<file path="src/rtl/keypad_scan_debounce.sv">
// 4x4 matrix keypad scanner: walks a low row drive, samples synchronised columns,
// and debounces whole-keypad sweeps into a single press strobe per keypress.
module keypad_scan_debounce #(
    parameter int SCAN_DIV       = 12000,
    parameter int DEBOUNCE_SCANS = 8
) (
    input  logic       clk,
    input  logic       reset_in,
    input  logic [3:0] cols,
    output logic [3:0] rows,
    output logic [3:0] key_code,
    output logic       key_pressed,
    output logic       key_held
);

    localparam int DIV_W = $clog2(SCAN_DIV);
    localparam int CNT_W = $clog2(DEBOUNCE_SCANS + 1);
    localparam logic [DIV_W-1:0] DIV_LAST = DIV_W'(SCAN_DIV - 1);
    localparam logic [CNT_W-1:0] CNT_DONE = CNT_W'(DEBOUNCE_SCANS);
    localparam logic [CNT_W-1:0] CNT_MAX  = {CNT_W{1'b1}};
    localparam logic [CNT_W-1:0] CNT_ONE  = CNT_W'(1);

    typedef enum logic [1:0] {IDLE, DEBOUNCE, HELD, RELEASE} state_t;

    state_t           state, state_next;
    logic [3:0]       col_meta, col_sync;
    logic [DIV_W-1:0] divider;
    logic [1:0]       row_idx, row_next;
    logic             slot_end, sweep_end;
    logic [1:0]       acc_lows, sweep_lows;
    logic [3:0]       acc_code, sweep_code;
    logic [2:0]       slot_lows, lows_sum;
    logic [1:0]       slot_col;
    logic [3:0]       cand, cand_next, code_next;
    logic [CNT_W-1:0] cnt, cnt_next, cnt_inc;
    logic             pressed_next, held_next;

    assign slot_end  = (divider == DIV_LAST);
    assign sweep_end = slot_end && (row_idx == 2'd3);
    assign row_next  = slot_end ? row_idx + 2'd1 : row_idx;
    assign cnt_inc   = (cnt == CNT_MAX) ? cnt : cnt + CNT_ONE;

    // Sweep accumulator: low counts saturate at 2 since MULTI is all that matters beyond one.
    always_comb begin
        slot_lows = 3'd0;
        slot_col  = 2'd0;
        for (int c = 3; c >= 0; c--) begin
            if (!col_sync[c]) begin
                slot_lows = slot_lows + 3'd1;
                slot_col  = 2'(c);
            end
        end
        lows_sum   = ((row_idx == 2'd0) ? 3'd0 : {1'b0, acc_lows}) + slot_lows;
        sweep_lows = (lows_sum >= 3'd2) ? 2'd2 : lows_sum[1:0];
        sweep_code = (slot_lows != 3'd0) ? {row_idx, slot_col} : acc_code;
    end

    always_ff @(posedge clk or negedge reset_in) begin
        if (!reset_in) begin
            col_meta <= 4'hF;
            col_sync <= 4'hF;
            divider  <= '0;
            row_idx  <= 2'd0;
            rows     <= 4'b1111;
            acc_lows <= 2'd0;
            acc_code <= 4'd0;
        end else begin
            col_meta <= cols;
            col_sync <= col_meta;
            divider  <= slot_end ? '0 : divider + DIV_W'(1);
            row_idx  <= row_next;
            rows     <= ~(4'b0001 << row_next);
            if (slot_end) begin
                acc_lows <= sweep_lows;
                acc_code <= sweep_code;
            end
        end
    end

    always_ff @(posedge clk or negedge reset_in) begin
        if (!reset_in) begin
            state       <= IDLE;
            cand        <= 4'd0;
            cnt         <= '0;
            key_code    <= 4'd0;
            key_pressed <= 1'b0;
            key_held    <= 1'b0;
        end else begin
            state       <= state_next;
            cand        <= cand_next;
            cnt         <= cnt_next;
            key_code    <= code_next;
            key_pressed <= pressed_next;
            key_held    <= held_next;
        end
    end

    // Debounce decisions happen only once per sweep, on the row-3 sample cycle.
    always_comb begin
        state_next   = state;
        cand_next    = cand;
        cnt_next     = cnt;
        code_next    = key_code;
        pressed_next = 1'b0;
        held_next    = key_held;
        if (sweep_end) begin
            case (state)
                IDLE: begin
                    if (sweep_lows == 2'd1) begin
                        state_next = DEBOUNCE;
                        cand_next  = sweep_code;
                        cnt_next   = CNT_ONE;
                    end
                end
                DEBOUNCE: begin
                    if (sweep_lows == 2'd1) begin
                        if (sweep_code == cand) begin
                            if (cnt_inc == CNT_DONE) begin
                                code_next    = cand;
                                pressed_next = 1'b1;
                                held_next    = 1'b1;
                                state_next   = HELD;
                                cnt_next     = '0;
                            end else begin
                                cnt_next = cnt_inc;
                            end
                        end else begin
                            cand_next = sweep_code;
                            cnt_next  = CNT_ONE;
                        end
                    end else begin
                        state_next = IDLE;
                        cnt_next   = '0;
                    end
                end
                HELD: begin
                    if (sweep_lows == 2'd0) begin
                        state_next = RELEASE;
                        cnt_next   = CNT_ONE;
                    end
                end
                RELEASE: begin
                    if (sweep_lows == 2'd0) begin
                        if (cnt_inc == CNT_DONE) begin
                            held_next  = 1'b0;
                            state_next = IDLE;
                            cnt_next   = '0;
                        end else begin
                            cnt_next = cnt_inc;
                        end
                    end else begin
                        state_next = HELD;
                        cnt_next   = '0;
                    end
                end
                default: state_next = IDLE;
            endcase
        end
    end

endmodule
</file>
<file path="config.mk">
export PLATFORM = sky130hd
export DESIGN_NAME = keypad_scan_debounce
export DESIGN_NICKNAME = d
export VERILOG_FILES = /design/src/rtl/keypad_scan_debounce.sv
export SDC_FILE = /design/constraint.sdc
export NUM_CORES = 1
export LEC_CHECK = 0
export CORE_MARGIN = 3
export CORE_UTILIZATION = 40
export DETAILED_ROUTE_END_ITERATION = 10
export SYNTH_ARGS = -nofsm -noshare
export SYNTH_HDL_FRONTEND = slang
export SYNTH_SLANG_ARGS = --single-unit
</file>
<file path="constraint.sdc">
create_clock -name clk -period 10 [get_ports clk]
set_clock_uncertainty 0.05 [all_clocks]
set_input_delay 1.5 -clock clk [delete_from_list [all_inputs] [get_ports clk]]
set_output_delay 1.5 -clock clk [all_outputs]
set_load 0.005 [all_outputs]
</file>
==> results of run 1 <==
final cells by class:
type                    instances  area, sq um
multi-input cells             175         1330
flip-flops and latches         50         1270
fillers                       582         3410
repair buffers                 16          153
clock buffers                   8          111
well taps                      77         96.3
inverters                      16         60.1
power groups by stage:
| stage | sequential (mW) | clock [mW] | combinational (mW) |
|---|---|---|---|
| after floorplan | 0.209 | 0 | 0.0283 |
| after global placement | 0.211 | 0 | 0.0360 |
| after detailed placement | 0.211 | 0 | 0.0366 |
| after CTS | 0.207 | 0.143 | 0.0368 |
| after global routing | 0.207 | 0.152 | 0.0412 |
| final | 0.207 | 0.137 | 0.0360 |
cells by family (layout without fill, tap and decap cells):
family / Yosys count / after routing / synth area share
compound gates: 42 / 42 / 0.118
xor+xnor: 23 / 23 / 0.0800
fa+ha+maj: 10 / 10 / 0.0493
buf+inv: 25 / 40 / 0.0396
flops: 50 / 50 / 0.471
mux: 11 / 11 / 0.0498
simple gates: 89 / 89 / 0.192
worst paths after layout:
path	slack (ns)	cells after the start	end	startpoint
max	6.44	10	key_code[2]	col_sync[2]
min	0.31	0	col_sync[0]	col_meta[0]
max reg2reg	6.44	10	key_code[2]	col_sync[2]
min reg2reg	0.31	0	col_sync[0]	col_meta[0]
max in group asynchronous	7.89	1	cnt[2]	reset_in
min in group asynchronous	1.32	1	cnt[3]	reset_in
worst max-delay path, cell delays in order, from the launching register on:
cell      delay (ns)
dfstp_2         0.55
inv_1           0.04
ha_1            0.41
xnor2_1         0.27
ha_1            0.30
nor3_1          0.22
a311oi_2        0.09
a211oi_4        0.44
mux2i_2         0.52
nand4_4         0.22
mux2_4          0.34
synthesized netlist by cell type, types with 2 or more instances:
| cell | n |
|---|---|
| xnor2_1 | 10 |
| and4_1 | 2 |
| o21ai_0 | 9 |
| nand4_1 | 7 |
| mux2i_1 | 6 |
| and2_1 | 2 |
| o22a_1 | 2 |
| inv_1 | 16 |
| clkbuf_1 | 5 |
| and3_1 | 4 |
| nor2_1 | 21 |
| nor3_1 | 3 |
| nand3_1 | 13 |
| xor2_1 | 12 |
| nand4b_1 | 3 |
| a21oi_1 | 9 |
| a31oi_1 | 2 |
| dfrtp_1 | 38 |
| buf_4 | 3 |
| nor3b_1 | 2 |
| dfstp_2 | 12 |
| nand2b_1 | 2 |
| ha_1 | 9 |
| a211oi_1 | 3 |
| nor2b_1 | 3 |
| nand2_1 | 17 |
| mux2_4 | 4 |
registers in the layout, indices dropped and copies added, names as in the netlist:
| register | cells |
|---|---|
| key_pressed | 1 |
| state | 2 |
| row_idx | 2 |
| col_sync | 4 |
| cand | 4 |
| cnt | 4 |
| divider | 14 |
| col_meta | 4 |
| key_code | 4 |
| acc_lows | 2 |
| acc_code | 4 |
| rows | 4 |
| key_held | 1 |
routing by layer:
metal / track usage / up-vias / wire (um)
met2: 0.201 / 24 / 2040
met4: 0.0418 / 0 / 52
met3: 0.0310 / 6 / 140
met5: 0 / - / 0
met1: 0.195 / 881 / 2370
li1: - / 903 / -
stage by stage:
step	utilization	hold slack [ns]	cells
floorplan	-	0.295	250
CTS	0.469	0.311	342
global route	0.469	0.314	342
finish	0.469	0.310	342
detailed placement	0.452	0.297	334
global placement	0.452	0.296	334
==> results_dict.tcl, run 1 <==
set metrics [dict create \
    netlist_area_sq_um 2690 \
    cts_buffer_depth 2 \
    track_usage 0.135 \
    grt.overflow.total 0 \
    seq_power_share 0.544 \
    first_iter_violations 65 \
    path_class "reg -> reg" \
    rows 29 \
    synth_seq_area_share 0.471 \
    cts.sink_count 50 \
    worstMarginPinSlew_ns 1.07 \
    synth_warnings 0 \
    min_period_ns 3.56 \
    drtPass1Iterations 4 \
    hpwl_um 3320 \
    dieArea_sq_um 7740 \
    io_pins 16 \
    clkLatencyLatePin_ns 0.30 \
    antenna_found_initial 0 \
    vias 1814 \
    start_util 0.419 \
    vias_per_cell 5.30 \
    fin_setup_tns_ns 0 \
    dominantRegCellSynth "dfrtp_1" \
    cp.required_ns 10.14 \
    max-vdd-ir-drop_uv 77.9 \
    wire_per_inst_um 13.5 \
    setup_viol_count_final 0 \
    synth-seq-cells 50 \
    port_buffers 15 \
    syn_to_final_growth_pct 12.0 \
    layout.nets 280 \
    final_common_cell "dfrtp_1" \
    fp.dieW_um 88.0 \
    fin_ws_ns 6.44 \
    final_hold_viol_count 0 \
    cts_buffers 5 \
    routed_wl_um 4600 \
    cts_setup_buffers 0 \
    synth_area_leader_cell "dfrtp_1" \
    antenna_left 0 \
    hp-class "reg -> reg" \
    endpoint_kind "flip-flop" \
    drive_gt1_frac 0.143 \
    worstPathArrival_ns 3.70 \
    hold_buffers 0 \
    place.gp.congestion 0.815 \
    slew_headroom 0.285 \
    synth_top_area_frac 0.354 \
    combPwrFrac 0.095 \
    power.share.clock 0.361 \
    critPathMaxFanout 8 \
    synth-async-reset-ratio 1.00 \
    drc 0 \
    cts_resized 0 \
    synth_fp_nets 266 \
    p_int_uw 290 \
    core-area_sq_um 6420 \
    p_sw_frac 0.236 \
    cap_violations 0 \
    ys_top_cells_by_area "dfrtp_1 35%, dfstp_2 12%, ha_1 4.2%" \
    dpl_cell_area_sq_um 2900 \
    final_area_sq_um 3010 \
    switchingPower_uw 89.7 \
    status "complete, no violations" \
    cp-start-kind "flip-flop" \
    rsz0062_at_grt "false" \
    grt_pass1_vias 1740 \
    clkTransAtPathRegs_ns 0.09 \
    synth_cell_types 58 \
    grt_pass1_wl_um 8220 \
    p_total_uw 380 \
    antenna_cells 0 \
    postSynthAreaPerCell_sq_um 10.8 \
    fmax_ghz 0.281 \
    period_share 0.356 \
    power_density_nw_per_um2 126 \
    p_leak_nw 1.32 \
    final_cell_mix "38 x dfrtp_1, 21 x nor2_1, 17 x nand2_1" \
    cts_tree "done" \
    cts-htree-levels 2 \
    place_ws_ns 6.45 \
    maxSlewViolCount 0 \
    die_h_um 88.0 \
    synth-edff-count 0 \
    grt_max_degree 51 \
    netlist_instances 250 \
    cts_root_buf "clkbuf_8" \
]
(Power assumes the default switching activity.)
==> inputs of run 2 (changes only) <==
==> constraint.sdc (replaced) <==
create_clock -name clk -period 3.3 [get_ports clk]
set_clock_uncertainty 0.05 [all_clocks]
set_input_delay 0.495 -clock clk [delete_from_list [all_inputs] [get_ports clk]]
set_output_delay 0.495 -clock clk [all_outputs]
set_load 0.005 [all_outputs]
==> run 2 against run 1 <==
Wire length grew 7.1%. Hold slack worse by 0.10 ns. Global-route usage grew 0.40 points. First-iteration DRC count rose by 46%. Highest routed layer unchanged.
==> results_dict.tcl, run 2 (synthesized netlist as in run 1, its figures left out) <==
set metrics [dict create \
    status "complete, no violations" \
    cpPeakStageDelay_ns 0.55 \
    rsz0062_at_grt "false" \
    hpwl_um 3640 \
    path_class "reg -> reg" \
    layout.nets 292 \
    cts_buffers 5 \
    drtPass1Iterations 4 \
    placed_cells 346 \
    routed_wl_um 4930 \
    cts_setup_buffers 0 \
    worstPathArrival_ns 3.29 \
    p_leak_nw 1.37 \
    grt_pass1_wl_um 8480 \
    drive_gt1_frac 0.199 \
    fill_cells 600 \
    cts_tree "done" \
    dieArea_sq_um 7740 \
    final_hold_viol_count 0 \
    largest_reg_flops 14 \
    cts.sink_count 50 \
    vias_per_cell 5.18 \
    final_cell_mix "38 x dfrtp_1, 21 x nor2_1, 17 x nand2_1" \
    clkTransAtPathRegs_ns 0.09 \
    rows 29 \
    largest-register "divider" \
    place.gp.congestion 0.811 \
    place_ws_ns 0.0254 \
    vias 1832 \
    setup_viol_count_final 0 \
    antenna_cells 0 \
    p_total_mw 1.11 \
    grt_max_degree 36 \
    regArea_sq_um 1270 \
    antenna_left 0 \
    cap_violations 0 \
    hp-class "in -> async" \
    min_period_ns 3.15 \
    critPathMaxFanout 6 \
    syn_to_final_growth_pct 15.1 \
    fin_ws_ns 0.152 \
    first_iter_violations 95 \
    antenna_found_initial 0 \
    max-vdd-ir-drop_uv 247 \
    fmax_ghz 0.318 \
    endpoint_kind "flip-flop" \
    io_pins 16 \
    path_cells "inv_1 -> ha_1 -> xnor2_2 -> ha_1 -> buf_4 -> nor3_1 -> a311oi_2 -> a211oi_4 -> mux2i_2 -> buf_4 -> a21boi_1 -> o22a_1" \
    multi_input_area_sq_um 1350 \
    cp-start-kind "flip-flop" \
    cp.required_ns 3.44 \
    period_share 0.954 \
    track_usage 0.139 \
    port_buffers 15 \
    cts_buffer_depth 2 \
    instances_no_fill 354 \
    die_h_um 88.0 \
    start_util 0.419 \
    grt_pass1_vias 1826 \
    core-area_sq_um 6420 \
    worstMarginPinSlew_ns 0.761 \
    clkLatencyLatePin_ns 0.30 \
    fin_setup_tns_ns 0 \
    slew_headroom 0.493 \
    fp.dieW_um 88.0 \
    power_density_nw_per_um2 360 \
    wire_per_inst_um 13.9 \
    maxSlewViolCount 0 \
    cts-htree-levels 2 \
    crit_slowest_cell "dfstp_2" \
    grt.overflow.total 0 \
    cts_root_buf "clkbuf_8" \
    holdWs_ns 0.210 \
    drc 0 \
    final_common_cell "dfrtp_1" \
]
## run 2: timing repair
item | in CTS | in global routing
endpoints found under the setup margin | 1 | 15
resized for setup | 1 | 5
pin swaps | 0 | 2
hold buffers | 0 | 0
## run 2: final cells by class
type	instances	area share
Clock inverter	1	0.00202
Sequential cell	50	0.409
Clock buffer	7	0.0247
Tap cell	77	0.0311
Inverter	16	0.0194
Timing Repair Buffer	28	0.0784
Multi-Input combinational cell	175	0.435
## run 2: path summary, 6_finish.rpt
| check | end | cells past startpoint | startpoint | slack [ns] |
|---|---|---|---|---|
| worst max-delay path | state[0] | 12 | col_sync[2] | 0.15 |
| worst min-delay path | divider[2] | 1 | reset_in | 0.21 |
| worst max register to register | state[0] | 12 | col_sync[2] | 0.15 |
| worst min register to register | col_sync[2] | 0 | col_meta[2] | 0.31 |
| max in group asynchronous | cnt[2] | 2 | reset_in | 2.30 |
| min in group clk | col_sync[2] | 0 | col_meta[2] | 0.31 |
## run 2: per-layer routing
metal  global-route usage  vias to the layer above  part of all wire
met3               0.0263                        6             0.025
met2                0.221                       26              0.47
li1                     -                      926                 -
met4               0.0474                        0             0.012
met5                    0                        -                 0
met1                0.191                      874              0.49
## run 2: metrics by stage
step                cell area (sq um)   util
floorplan                        2690      -
global placement                 2990  0.466
detailed placement               2990  0.466
CTS                              3080  0.479
global route                     3090  0.482
finish                           3090  0.482
## run 2: power by group
| part | internal, mW | switching [mW] |
|---|---|---|
| sequential | 0.622 | 0.00572 |
| combinational | 0.0615 | 0.0755 |
| clock | 0.151 | 0.198 |
| total | 0.834 | 0.279 |
## run 2: worst max-delay path, delay by kind of cell, from the launching register on
kind,cells,cell delay [ns]
AO/OA/AOI/OAI,4,0.71
multiplexers,1,0.32
AND/OR/NAND/NOR,1,0.21
XOR/XNOR,1,0.16
adder cells (fa/ha/maj),2,0.64
flip-flops,1,0.55
buffers and inverters,3,0.38
